==> src/rtl/hazard_pkg.sv <==
// -----------------------------------------------------------------------------
// hazard_pkg
//   Shared types and constants for the RV32 pipeline hazard scheduler.
//   fwd_sel_t  : E-stage operand mux select (regfile / W result / M ALU result)
//   md_state_t : MUL/DIV handshake FSM states
//   REG_X0     : architectural zero register, never a forwarding/hazard source
// -----------------------------------------------------------------------------
package hazard_pkg;

   typedef enum logic [1:0] {
      FWD_RF  = 2'b00,
      FWD_WB  = 2'b01,
      FWD_MEM = 2'b10
   } fwd_sel_t;

   typedef enum logic [1:0] {
      MD_IDLE = 2'd0,
      MD_BUSY = 2'd1,
      MD_DONE = 2'd2
   } md_state_t;

   localparam logic [4:0] REG_X0 = 5'd0;

endpackage

==> src/rtl/forward_unit.sv <==
// -----------------------------------------------------------------------------
// forward_unit
//   Combinational forwarding select for one E-stage source operand.
//   The M-stage producer is younger than the W-stage producer, so it wins
//   when both write the same register. x0 is never forwarded.
// Ports
//   rs_i          : source register of the E-stage instruction
//   rd_m_i        : destination register of the M-stage instruction
//   reg_write_m_i : M-stage instruction writes rd
//   rd_w_i        : destination register of the W-stage instruction
//   reg_write_w_i : W-stage instruction writes rd
//   fwd_o         : 00 regfile, 01 W result, 10 M ALU result
// -----------------------------------------------------------------------------
module forward_unit
   import hazard_pkg::*;
(
   input  logic [4:0] rs_i,
   input  logic [4:0] rd_m_i,
   input  logic       reg_write_m_i,
   input  logic [4:0] rd_w_i,
   input  logic       reg_write_w_i,
   output logic [1:0] fwd_o
);

   always_comb begin
      fwd_o = FWD_RF;
      if (reg_write_m_i && (rd_m_i != REG_X0) && (rd_m_i == rs_i)) begin
         fwd_o = FWD_MEM;
      end else if (reg_write_w_i && (rd_w_i != REG_X0) && (rd_w_i == rs_i)) begin
         fwd_o = FWD_WB;
      end
   end

endmodule

==> src/rtl/hazard_scheduler.sv <==
// -----------------------------------------------------------------------------
// hazard_scheduler
//   Pipeline sequencing controller for the 5-stage RV32 core: stall/flush for
//   F/D/E/M, E-stage forwarding selects, and the start/wait handshake with the
//   multi-cycle MUL/DIV unit in E.
//
// Optional feature macro: HAZARD_PERF_CNT_EN
//   When defined, adds StallCycles (cycles with StallD=1) and FlushCycles
//   (cycles with FlushE=1), both cleared by reset and wrapping at 2^32.
//
// Ports
//   clk, reset              : clock, synchronous active-high reset
//   Rs1D, Rs2D              : D-stage source registers (load-use detection)
//   Rs1E, Rs2E              : E-stage source registers (forwarding)
//   RdE, RdM, RdW           : destination registers in E/M/W
//   RegWriteM, RegWriteW    : M/W instruction writes rd
//   ResultSrcE0             : E-stage instruction is a load
//   PCSrcE                  : branch/jump taken in E
//   MdOpE                   : E-stage instruction is MUL/DIV/REM
//   MdDone                  : MUL/DIV result valid pulse
//   MdGo                    : start pulse to MUL/DIV unit
//   MdTimeout               : pulse when the MUL/DIV wait is abandoned
//   StallF/D/E, FlushD/E/M  : stage register hold / bubble controls
//   ForwardAE, ForwardBE    : operand selects (00 RF, 01 W, 10 M)
//   md_state_o              : debug view of the MUL/DIV FSM state
//
// Handshake: MdGo is a single-cycle command, issued in the same cycle MdOpE is
//   seen in MD_IDLE on a non-bubble instruction. The unit answers with a
//   single-cycle MdDone; MdDone outside MD_BUSY carries no meaning and is
//   ignored. E stays frozen from the cycle after MdGo until MdDone or timeout.
// -----------------------------------------------------------------------------
module hazard_scheduler
   import hazard_pkg::*;
#(
   parameter int unsigned MD_TIMEOUT = 64
)
(
   input  logic        clk,
   input  logic        reset,
   input  logic [4:0]  Rs1D,
   input  logic [4:0]  Rs2D,
   input  logic [4:0]  Rs1E,
   input  logic [4:0]  Rs2E,
   input  logic [4:0]  RdE,
   input  logic [4:0]  RdM,
   input  logic [4:0]  RdW,
   input  logic        RegWriteM,
   input  logic        RegWriteW,
   input  logic        ResultSrcE0,
   input  logic        PCSrcE,
   input  logic        MdOpE,
   input  logic        MdDone,
   output logic        MdGo,
   output logic        MdTimeout,
   output logic        StallF,
   output logic        StallD,
   output logic        StallE,
   output logic        FlushD,
   output logic        FlushE,
   output logic        FlushM,
   output logic [1:0]  ForwardAE,
   output logic [1:0]  ForwardBE,
   output logic [1:0]  md_state_o
`ifdef HAZARD_PERF_CNT_EN
   ,
   output logic [31:0] StallCycles,
   output logic [31:0] FlushCycles
`endif
);

   localparam logic [15:0] TIMEOUT_LAST = 16'(MD_TIMEOUT - 1);

   md_state_t   state_q, state_d;
   logic [15:0] cnt_q, cnt_d;
   logic        flush_e_q;
   logic        md_go_raw;
   logic        md_timeout_raw;
   logic        md_busy;
   logic        lw_stall;
   logic [1:0]  fwd_a, fwd_b;

   forward_unit u_fwd_a (
      .rs_i          (Rs1E),
      .rd_m_i        (RdM),
      .reg_write_m_i (RegWriteM),
      .rd_w_i        (RdW),
      .reg_write_w_i (RegWriteW),
      .fwd_o         (fwd_a)
   );

   forward_unit u_fwd_b (
      .rs_i          (Rs2E),
      .rd_m_i        (RdM),
      .reg_write_m_i (RegWriteM),
      .rd_w_i        (RdW),
      .reg_write_w_i (RegWriteW),
      .fwd_o         (fwd_b)
   );

   assign lw_stall = ResultSrcE0 && (RdE != REG_X0) && ((RdE == Rs1D) || (RdE == Rs2D));

   // MUL/DIV handshake FSM: next state and raw pulses
   always_comb begin
      state_d        = state_q;
      cnt_d          = cnt_q;
      md_go_raw      = 1'b0;
      md_timeout_raw = 1'b0;
      md_busy        = 1'b0;
      case (state_q)
         MD_IDLE: begin
            // flush_e_q marks the E instruction as a bubble: never start it
            if (MdOpE && !flush_e_q) begin
               md_go_raw = 1'b1;
               state_d   = MD_BUSY;
               cnt_d     = 16'd0;
            end
         end
         MD_BUSY: begin
            md_busy = 1'b1;
            cnt_d   = cnt_q + 16'd1;
            if (MdDone) begin
               state_d = MD_DONE;
            end else if (cnt_q == TIMEOUT_LAST) begin
               md_timeout_raw = 1'b1;
               state_d        = MD_IDLE;
            end
         end
         MD_DONE: begin
            // MdOpE here is still the finished instruction leaving E
            state_d = MD_IDLE;
         end
         default: begin
            state_d = MD_IDLE;
         end
      endcase
   end

   // Stage control outputs; reset dominates, then a busy MUL/DIV freezes E
   always_comb begin
      StallF    = 1'b0;
      StallD    = 1'b0;
      StallE    = 1'b0;
      FlushD    = 1'b0;
      FlushE    = 1'b0;
      FlushM    = 1'b0;
      ForwardAE = fwd_a;
      ForwardBE = fwd_b;
      MdGo      = md_go_raw;
      MdTimeout = md_timeout_raw;
      if (reset) begin
         FlushD    = 1'b1;
         FlushE    = 1'b1;
         FlushM    = 1'b1;
         ForwardAE = FWD_RF;
         ForwardBE = FWD_RF;
         MdGo      = 1'b0;
         MdTimeout = 1'b0;
      end else if (md_busy) begin
         StallF = 1'b1;
         StallD = 1'b1;
         StallE = 1'b1;
         FlushM = 1'b1;
      end else begin
         StallF = lw_stall;
         StallD = lw_stall;
         FlushD = PCSrcE;
         FlushE = lw_stall || PCSrcE;
      end
   end

   always_ff @(posedge clk) begin
      if (reset) begin
         state_q   <= MD_IDLE;
         cnt_q     <= 16'd0;
         flush_e_q <= 1'b1;
      end else begin
         state_q   <= state_d;
         cnt_q     <= cnt_d;
         flush_e_q <= FlushE;
      end
   end

   assign md_state_o = state_q;

`ifdef HAZARD_PERF_CNT_EN
   logic [31:0] stall_cycles_q;
   logic [31:0] flush_cycles_q;

   always_ff @(posedge clk) begin
      if (reset) begin
         stall_cycles_q <= 32'd0;
         flush_cycles_q <= 32'd0;
      end else begin
         if (StallD) stall_cycles_q <= stall_cycles_q + 32'd1;
         if (FlushE) flush_cycles_q <= flush_cycles_q + 32'd1;
      end
   end

   assign StallCycles = stall_cycles_q;
   assign FlushCycles = flush_cycles_q;
`endif

endmodule

==> config.mk <==
export PLATFORM = sky130hd
export DESIGN_NAME = hazard_scheduler
export DESIGN_NICKNAME = d
export VERILOG_FILES = /design/src/rtl/hazard_pkg.sv /design/src/rtl/forward_unit.sv /design/src/rtl/hazard_scheduler.sv
export SDC_FILE = /design/constraint.sdc
export NUM_CORES = 1
export LEC_CHECK = 0
export ABC_AREA = 1
export CORE_MARGIN = 1
export CORE_UTILIZATION = 68
export CTS_CLUSTER_SIZE = 28
export DETAILED_ROUTE_END_ITERATION = 12
export DONT_BUFFER_PORTS = 1
export HOLD_SLACK_MARGIN = 0.08
export PLACE_DENSITY = 0.84
export SLEW_MARGIN = 20
export SYNTH_ARGS = -nofsm -noshare
export SYNTH_HDL_FRONTEND = slang
export SYNTH_SLANG_ARGS = --single-unit
==> constraint.sdc <==
create_clock -name clk -period 2.45 [get_ports clk]
set_clock_uncertainty 0.15 [all_clocks]
set_input_delay 0.1225 -clock clk [delete_from_list [all_inputs] [get_ports clk]]
set_output_delay 0.1225 -clock clk [all_outputs]
set_load 0.02 [all_outputs]
==> metrics.md, run 1 <==
| Metric | Value |
|---|---|
| CP max FO | `16` |
| Post-route DRC | `0` |
| Fraction of layout cells with a size suffix above 1 | `7.43%` |
| Period utilisation layout | `87.4%` |
| Crit-path cells | `nand2_2, nor2_1, inv_1, nor2_1, inv_1, nor2_1` |
| Core area | `2210 um^2` |
| VDD IR max | `0.000287 V` |
| Num ports | `57` |
| Netlist cell types | `27` |
| Chip width | `50.3 um` |
| Max-Cap Viols | `0` |
| Post-synthesis sequential area ratio | `24.0%` |
| Syn Nets | `308` |
| Setup tns final | `0 ps` |
| CTS clock-pin slew for the worst setup and hold paths | `120 ps` |
| Power Density | `360 nW/um^2` |
| Slowest cell on crit path | `dfxtp_1` |
| Final Util | `76.0%` |
| Slew headroom | `69.0%` |
| CTS H-Tree Depth | `1` |
| Final WL | `3430 um` |
| Final-report hold violation count | `0` |
| Place WS | `698 ps` |
| Met1 wire length | `1430 um` |
| Drt wl/cell | `11.5 um` |
| Initial DRT Pass Iterations | `4` |
| WL met3 | `289 um` |
| Fmax | `467 MHz` |
| Nets | `314` |
| Worst-case clock buffer depth | `2` |
| # rows | `17` |
| Status | `completed` |
| Global Route Usage Sum | `29.3%` |
| Post-route ant nets | `0` |
| Critical path's largest stage delay | `520 ps` |
| Largest net degree at the start of global routing | `17` |
| First-pass GRT wire length | `5750 um` |
| Initial core utilization | `71.6%` |
| IO Port Bufs | `0` |
| Hold Path Class | `input port to primary output` |
| Iteration-0 DRC Markers | `65` |
| Area grow syn2layout | `6.08%` |
| Vias in the first global route | `1446` |
| Post-synth top area share | `24.0%` |
| Syn_area_per_cell | `6.00 um^2` |
| Mapped Cells | `264` |
| Skew-Pair Late Insertion Delay | `310 ps` |
| Final setup violation count | `0` |
| Initial antenna violation count | `0` |
| Placed Area | `1600 um^2` |
| Area of the mapped netlist | `1580 um^2` |
| Clock sink count | `19` |
| N_diodes | `0` |
| Max Transition Viols Final | `0` |
| Die Y | `50.3 um` |
| Worst Path Required | `2180 ps` |
| Design area | `1680 um^2` |
| Die Footprint | `2530 um^2` |
| CP most frequent cell | `nor2_1` |
| Detailed placer's ending HPWL | `2710 um` |
| Crit path arrival time | `1870 ps` |
| Leakage | `0.709 nW` |
| Reg2reg start | `md_state_o[0]` |
| Top cell type by total area after synthesis | `dfxtp_1` |
| Synth top area cells | `dfxtp_1, nand2_1, xnor2_1` |
| Commonest non-fill, non-tap cell in the layout | `nand2_1` |
| Setup CP Type | `flip-flop to primary output` |
| Register bit total from synthesis | `19` |
| CTS Root Cell | `clkbuf_4` |
| Nature of the critical path startpoint | `flip-flop` |
| PnR worst setup slack | `310 ps` |
| Post-DR vias/cell | `5.43` |
| Worst Setup SP | `md_state_o[0]` |
| Metal2 WL | `1640 um` |
| Tmin final | `2140 ps` |
| Number of synthesis warnings | `0` |
| CTS Buf Count | `3` |
| CTS tree | `done` |
| Global route overflow | `0` |
| Max layer used | `met4` |
| CP Capture Type | `primary output` |
| Total number of vias | `1613` |
| Worst-Margin Slew | `467 ps` |
| Hold Crit Start | `reset` |
| Routability Congestion | `0.796` |
| RSZ-0062 raised after global routing | `no` |
| Most frequent cells in the layout | `nand2_1, inv_1, nor2_1` |
| Post_cts resized | `0` |
## state kept, by name, summed over array words and instances (netlist names)
| signal | cells |
|---|---|
| cnt_q | 16 |
| flush_e_q | 1 |
| md_state_o | 2 |
## timing repair
| item | 4_1_cts | 5_1_grt |
|---|---|---|
| endpoints found under the setup margin | 0 | 0 |
| hold buffers | 5 | 0 |
| setup buffers | 0 | 0 |
| hold endpoints to repair | 19 | 0 |
## worst paths after layout
check	end	slack, ps	cells past startpoint
hold / removal	ForwardBE[1]	180	1
setup reg to reg	flush_e_q	480	4
hold reg to reg	cnt_q[9]	330	2
setup / recovery	MdTimeout	310	6
## worst max-delay path, delay by kind of cell (launching register included)
kind	cells	cell delay, ps
buffers and inverters	2	130
flip-flops	1	520
AND/OR/NAND/NOR	4	910
## synthesized netlist by cell type
library cell  instances
o211ai_1              1
nand4_1               2
ha_1                  1
o21ai_0               7
nand2_1              72
o21ai_1               1
nor2_1               33
a31o_2                2
dfxtp_1              19
o21bai_1              1
xnor2_1              20
a211oi_1              2
nor4_1                1
clkbuf_1              1
nor3_1                4
buf_4                 1
nand2_2               5
nand3_2               2
nor2_4                3
a22oi_1               1
xor2_1                2
nand3_1              26
nor2_2                2
a21oi_1              14
a31oi_1               1
inv_1                36
buf_2                 4
## kinds of logic after synthesis
| group | share of synthesized area [%] |
|---|---|
| buffers and inverters | 10.5 |
| XOR/XNOR | 12.2 |
| flip-flops | 24.0 |
| AND/OR/NAND/NOR | 41.7 |
| adder cells (fa/ha/maj) | 0.790 |
| AO/OA/AOI/OAI | 10.8 |
## report_power, final
group / internal [mW] / total [mW] / switching, mW
clock network: 0.0610 / 0.170 / 0.109
logic: 0.0531 / 0.120 / 0.0665
registers: 0.312 / 0.316 / 0.00377
## routing by layer
layer | track usage (%) | vias to the layer above
met5 | 0 | -
met4 | 12.9 | 0
met3 | 5.45 | 8
met2 | 50.0 | 73
met1 | 35.3 | 691
li1 | - | 841
## through the flow
step           power, mW  hold WS (ps)  cells
2_1_floorplan      0.420          94.0    264
3_3_place_gp       0.432          47.7    288
3_5_place_dp       0.433          48.2    288
4_1_cts            0.601           177    297
5_1_grt            0.631           181    297
6_report           0.605           177    297
## area by class of cell
cell class	instances	area, um^2
Multi-Input combinational cell	203	1040
Clock buffer	3	22.5
Sequential cell	19	380
Timing Repair Buffer	7	65.1
Clock inverter	1	5.00
Fill cell	189	532
Inverter	36	135
Tap cell	28	35.0
Power figures use the tool's default switching activity.
==> run 2, diff against run 1 <==
- RECOVER_POWER: unset -> 100
- clock period: 2.45 -> 2.7 ns (I/O delays scaled with it)
==> run 2 against run 1 <==
  * Worst setup slack better by 190 ps
  * Sequential share of layout area up 0.068 points
  * Critical path depth up 1
  * First-iteration DRC count down 37%
  * Largest cell class unchanged
  * Utilization down 0.23 points
  * Clock power down 12%
  * Via count up 0.74%
  * Power down 9.8%
  * Sequential cell count unchanged
  * Largest power group unchanged
  * Register-to-register slack better by 150 ps
  * Wire length up 7.6%
  * Global-route usage up 0.42 points
==> metrics.md, run 2 (synthesis results as in run 1) <==
| Metric | Value |
|---|---|
| Status | `completed` |
| Detailed placer's ending HPWL | `2840 um` |
| Multi-input combinational cell area | `1030 um^2` |
| Seq pwr share | `52.5%` |
| Max Transition Viols Final | `0` |
| CTS Hold Bufs | `6` |
| Final setup violation count | `0` |
| Final WL | `3690 um` |
| Crit path arrival time | `1910 ps` |
| Iteration-0 DRC Markers | `41` |
| Setup tns final | `0 ps` |
| Power Density | `326 nW/um^2` |
| Routability Congestion | `0.850` |
| CTS Root Cell | `clkbuf_4` |
| PnR worst setup slack | `501 ps` |
| CTS tree | `done` |
| Fillers | `204` |
| N_diodes | `0` |
| Die Footprint | `2530 um^2` |
| Worst Path Required | `2410 ps` |
| CTS Buf Count | `3` |
| IO Port Bufs | `0` |
| Period utilisation layout | `81.4%` |
| Register-to-register setup slack | `630 ps` |
| Worst-Margin Slew | `477 ps` |
| RSZ-0062 raised after global routing | `no` |
| Commonest non-fill, non-tap cell in the layout | `nand2_1` |
| Initial core utilization | `71.6%` |
| VDD IR max | `0.000307 V` |
| # rows | `17` |
| Die Y | `50.3 um` |
| Nets | `315` |
| Metal2 WL | `1910 um` |
| Worst hold margin | `199 ps` |
| CTS H-Tree Depth | `1` |
| Worst-case clock buffer depth | `2` |
| Skew-Pair Late Insertion Delay | `310 ps` |
| Max layer used | `met4` |
| Nature of the critical path startpoint | `flip-flop` |
| Largest net degree at the start of global routing | `17` |
| Global route overflow | `0` |
| Largest Register | `cnt_q` |
| Drt wl/cell | `12.4 um` |
| Slew headroom | `68.3%` |
| CP max FO | `16` |
| P_int | `0.389 mW` |
| Global Route Usage Sum | `29.7%` |
| Post_cts resized | `0` |
| Max reg flops | `16` |
| CP Capture Type | `primary output` |
| Total power | `0.546 mW` |
| Leakage | `0.710 nW` |
| Initial DRT Pass Iterations | `4` |
| Storage element area | `380 um^2` |
| Place WS | `832 ps` |
| Sw frac | `28.8%` |
| First-pass GRT wire length | `5750 um` |
| Vias in the first global route | `1498` |
| Max-Cap Viols | `0` |
| Num ports | `57` |
| Total number of vias | `1625` |
| Clock power share | `27.6%` |
| Post-route DRC | `0` |
| Met1 wire length | `1480 um` |
| WL met3 | `230 um` |
| Net Switching | `0.157 mW` |
| Hold Path Class | `input port to flip-flop` |
| Post-CTS setup buffer count | `0` |
| Area grow syn2layout | `5.77%` |
| Fraction of layout cells with a size suffix above 1 | `5.56%` |
| Comb pwr share | `20.0%` |
| Most frequent cells in the layout | `nand2_1, inv_1, nor2_1` |
| Post-route ant nets | `0` |
| CTS clock-pin slew for the worst setup and hold paths | `110 ps` |
| Final Util | `75.7%` |
| Chip width | `50.3 um` |
| Clock sink count | `19` |
| Final-report hold violation count | `0` |
| Tmin final | `2200 ps` |
| Setup CP Type | `flip-flop to primary output` |
| Core area | `2210 um^2` |
| Initial antenna violation count | `0` |
| Post-DR vias/cell | `5.45` |
| Fmax | `455 MHz` |
[run 2: changes by cell type in the layout (fill, tap and decap cells not counted)]
cell,change
clkbuf_1,+2
buf_4,-1
nand3_2,-1
dlygate4sd3_1,+1
nand3_1,+1
nor2_2,-2
clkinv_2,-1
nor2_1,+2
[run 2: path summary, 6_finish.rpt]
path / cells after the start / start / to
worst max register to register: 5 / md_state_o[0] / md_state_o[1]
worst max-delay path: 7 / md_state_o[0] / MdTimeout
worst min register to register: 2 / cnt_q[9] / cnt_q[9]
worst min-delay path: 3 / MdOpE / cnt_q[11]
[run 2: power by group through the flow]
stage / Clock [mW] / Sequential [mW] / Combinational (mW)
floorplan: 0 / 0.292 / 0.0891
global placement: 0 / 0.293 / 0.0994
detailed placement: 0 / 0.293 / 0.100
CTS: 0.148 / 0.286 / 0.109
global route: 0.161 / 0.287 / 0.121
finish: 0.150 / 0.287 / 0.109
[run 2: metal layers]
| metal | vias to the layer above | GRT usage (%) |
|---|---|---|
| li1 | 841 | - |
| met1 | 710 | 32.3 |
| met2 | 67 | 56.0 |
| met3 | 7 | 4.85 |
| met4 | 0 | 11.9 |
| met5 | - | 0 |
[run 2: layout make-up]
| class | count | share of cell area (%) |
|---|---|---|
| multi-input cells | 203 | 61.3 |
| flip-flops and latches | 19 | 22.7 |
| inverters | 36 | 8.07 |
| repair buffers | 8 | 4.26 |
| well taps | 28 | 2.09 |
| clock buffers | 4 | 1.57 |
[run 2: critical path: stages, from the launching register on]
cell	delay, ps
dfxtp_1	500
nand2_2	240
nor2_1	140
buf_4	170
inv_1	60
nor2_1	110
inv_1	50
nor2_1	330
[run 2: stage by stage]
stage          instances  instance area (um^2)
4_1_cts              298                  1690
5_1_grt              298                  1680
3_5_place_dp         288                  1600
6_report             298                  1680
2_1_floorplan        264                  1580
3_3_place_gp         288                  1600
==> run 3, diff against run 2 <==
- CORE_UTILIZATION: 68 -> 57
- PLACE_DENSITY: 0.84 -> 0.75
- clock period: 2.7 -> 1.85 ns (I/O delays scaled with it)
==> run 3 against run 2 <==
  * Design area up 18%
  * Highest routed layer unchanged
  * Via count grew 10%
  * Utilization grew 1.7 points
  * Die area increased by 18%
  * Critical endpoint is now FlushE
  * Sequential power rose by 46%
  * Clock power is 50% higher
  * Cell count up 8.7%
==> metrics.md, run 3 (synthesis results as in run 1) <==
| Metric | Value |
|---|---|
| CP endpoint | `FlushE` |
| CTS H-Tree Depth | `1` |
| Final Util | `77.4%` |
| Global Route Usage Sum | `29.6%` |
| PnR worst setup slack | `43.2 ps` |
| Final setup violation count | `0` |
| Initial antenna violation count | `0` |
| Seq pwr share | `48.9%` |
| Max-Cap Viols | `0` |
| Vias in the first global route | `1589` |
| Setup CP Type | `input port to primary output` |
| Worst-Margin Slew | `486 ps` |
| Final-report hold violation count | `0` |
| First-pass GRT wire length | `6340 um` |
| Most frequent cells in the layout | `nand2_1, inv_1, nor2_1` |
| N_diodes | `0` |
| Sw frac | `29.8%` |
| CP max FO | `2` |
| Post-DR vias/cell | `5.52` |
| Max Transition Viols Final | `0` |
| Clock power share | `26.3%` |
| Die Footprint | `2990 um^2` |
| Capturing point of the worst reg2reg path | `cnt_q[14]` |
| Initial DRT Pass Iterations | `5` |
| Drt wl/cell | `13.4 um` |
| CTS tree | `done` |
| Power Density | `434 nW/um^2` |
| Fmax | `553 MHz` |
| Clock sink count | `19` |
| Iteration-0 DRC Markers | `48` |
| Post-route DRC | `0` |
| Slew headroom | `67.6%` |
| Post-route ant nets | `0` |
| Total number of vias | `1788` |
| Crit path arrival time | `1560 ps` |
| Worst-case clock buffer depth | `2` |
| CTS Root Cell | `clkbuf_4` |
| Nets | `339` |
| Setup tns final | `0 ps` |
| Largest net degree at the start of global routing | `17` |
| Routability Congestion | `0.810` |
| # rows | `18` |
| VDD IR max | `0.000449 V` |
| Nature of the critical path startpoint | `input port` |
| Register-to-register setup slack | `370 ps` |
| Max reg flops | `16` |
| RSZ-0062 raised after global routing | `yes` |
| Status | `completed` |
| Largest Register | `cnt_q` |
| Hold Path Class | `input port to flip-flop` |
| Detailed placer's ending HPWL | `2730 um` |
| Reg2reg start | `cnt_q[0]` |
| Worst Path Required | `1610 ps` |
| Area grow syn2layout | `24.4%` |
| Initial core utilization | `62.2%` |
| Worst hold margin | `114 ps` |
| Period utilisation layout | `97.7%` |
| Skew-Pair Late Insertion Delay | `310 ps` |
| CP Capture Type | `primary output` |
| Fraction of layout cells with a size suffix above 1 | `15.3%` |
| Tmin final | `1810 ps` |
| CTS clock-pin slew for the worst setup and hold paths | `110 ps` |
| Die Y | `54.7 um` |
| Final WL | `4330 um` |
| IO Port Bufs | `0` |
| Commonest non-fill, non-tap cell in the layout | `nand2_1` |
| Num ports | `57` |
| Place WS | `223 ps` |
| Core area | `2540 um^2` |
| P_int | `0.601 mW` |
| CTS Buf Count | `3` |
| Leakage | `0.831 nW` |
| Chip width | `54.7 um` |
| Worst Setup SP | `ResultSrcE0` |
| Net Switching | `0.255 mW` |
| Reg2reg path depth | `9` |
| Comb pwr share | `24.8%` |
| Global route overflow | `0` |
-- run 3: metal layers --
metal  track usage (%)  part of all wire (%)  vias to the layer above  wire [um]
li1                  -                     -                      900          -
met1              33.2                    42                      788       1800
met2              54.2                    50                       89       2150
met3              3.89                   6.3                       11        273
met4              13.7                   2.4                        0        103
met5                 0                     0                        -          0
-- run 3: cell type report --
class	instances	area (um^2)
Timing Repair Buffer	32	290
Clock buffer	4	26.3
Fill cell	190	574
Sequential cell	19	387
Inverter	36	139
Tap cell	30	37.5
Multi-Input combinational cell	203	1090
-- run 3: worst min-delay path by stage --
stage | cells after the start | end | from | slack, ps
after global routing | 1 | ForwardAE[1] | reset | 130
after CTS | 7 | flush_e_q | Rs1D[3] | 80
after floorplan | 2 | md_state_o[1] | MdDone | 60
after global placement | 1 | cnt_q[4] | reset | 20
after detailed placement | 1 | md_state_o[1] | reset | 20
final | 7 | flush_e_q | Rs2D[0] | 110
-- run 3: per-stage QoR --
step	area, um^2	instances	total power [mW]
2_1_floorplan	1580	264	0.557
3_3_place_gp	1640	295	0.576
3_5_place_dp	1640	295	0.577
4_1_cts	1890	321	0.831
5_1_grt	1970	324	0.884
6_report	1970	324	0.856
-- run 3: critical path: stages --
cell and delay [ps]:
dlygate4sd3_1 530, o21ai_0 70, inv_1 70, dlygate4sd3_1 570, nand3_2 120, nand2_4 110
-- run 3: repair_timing --
item                                   CTS  global route
gates resized for setup                  5            15
setup endpoints to repair                2             5
hold buffers                            19             0
pin swaps                                2             1
cloned                                   0             0
buffers inserted                         3             3
endpoints found under the hold margin   19             0
-- run 3: power by group through the flow --
stage          clock network, mW  registers [mW]  logic (mW)
4_1_cts                    0.224           0.418       0.190
3_5_place_dp                   0           0.427       0.150
3_3_place_gp                   0           0.427       0.149
2_1_floorplan                  0           0.427       0.130
6_report                   0.225           0.419       0.212
5_1_grt                    0.234           0.419       0.230
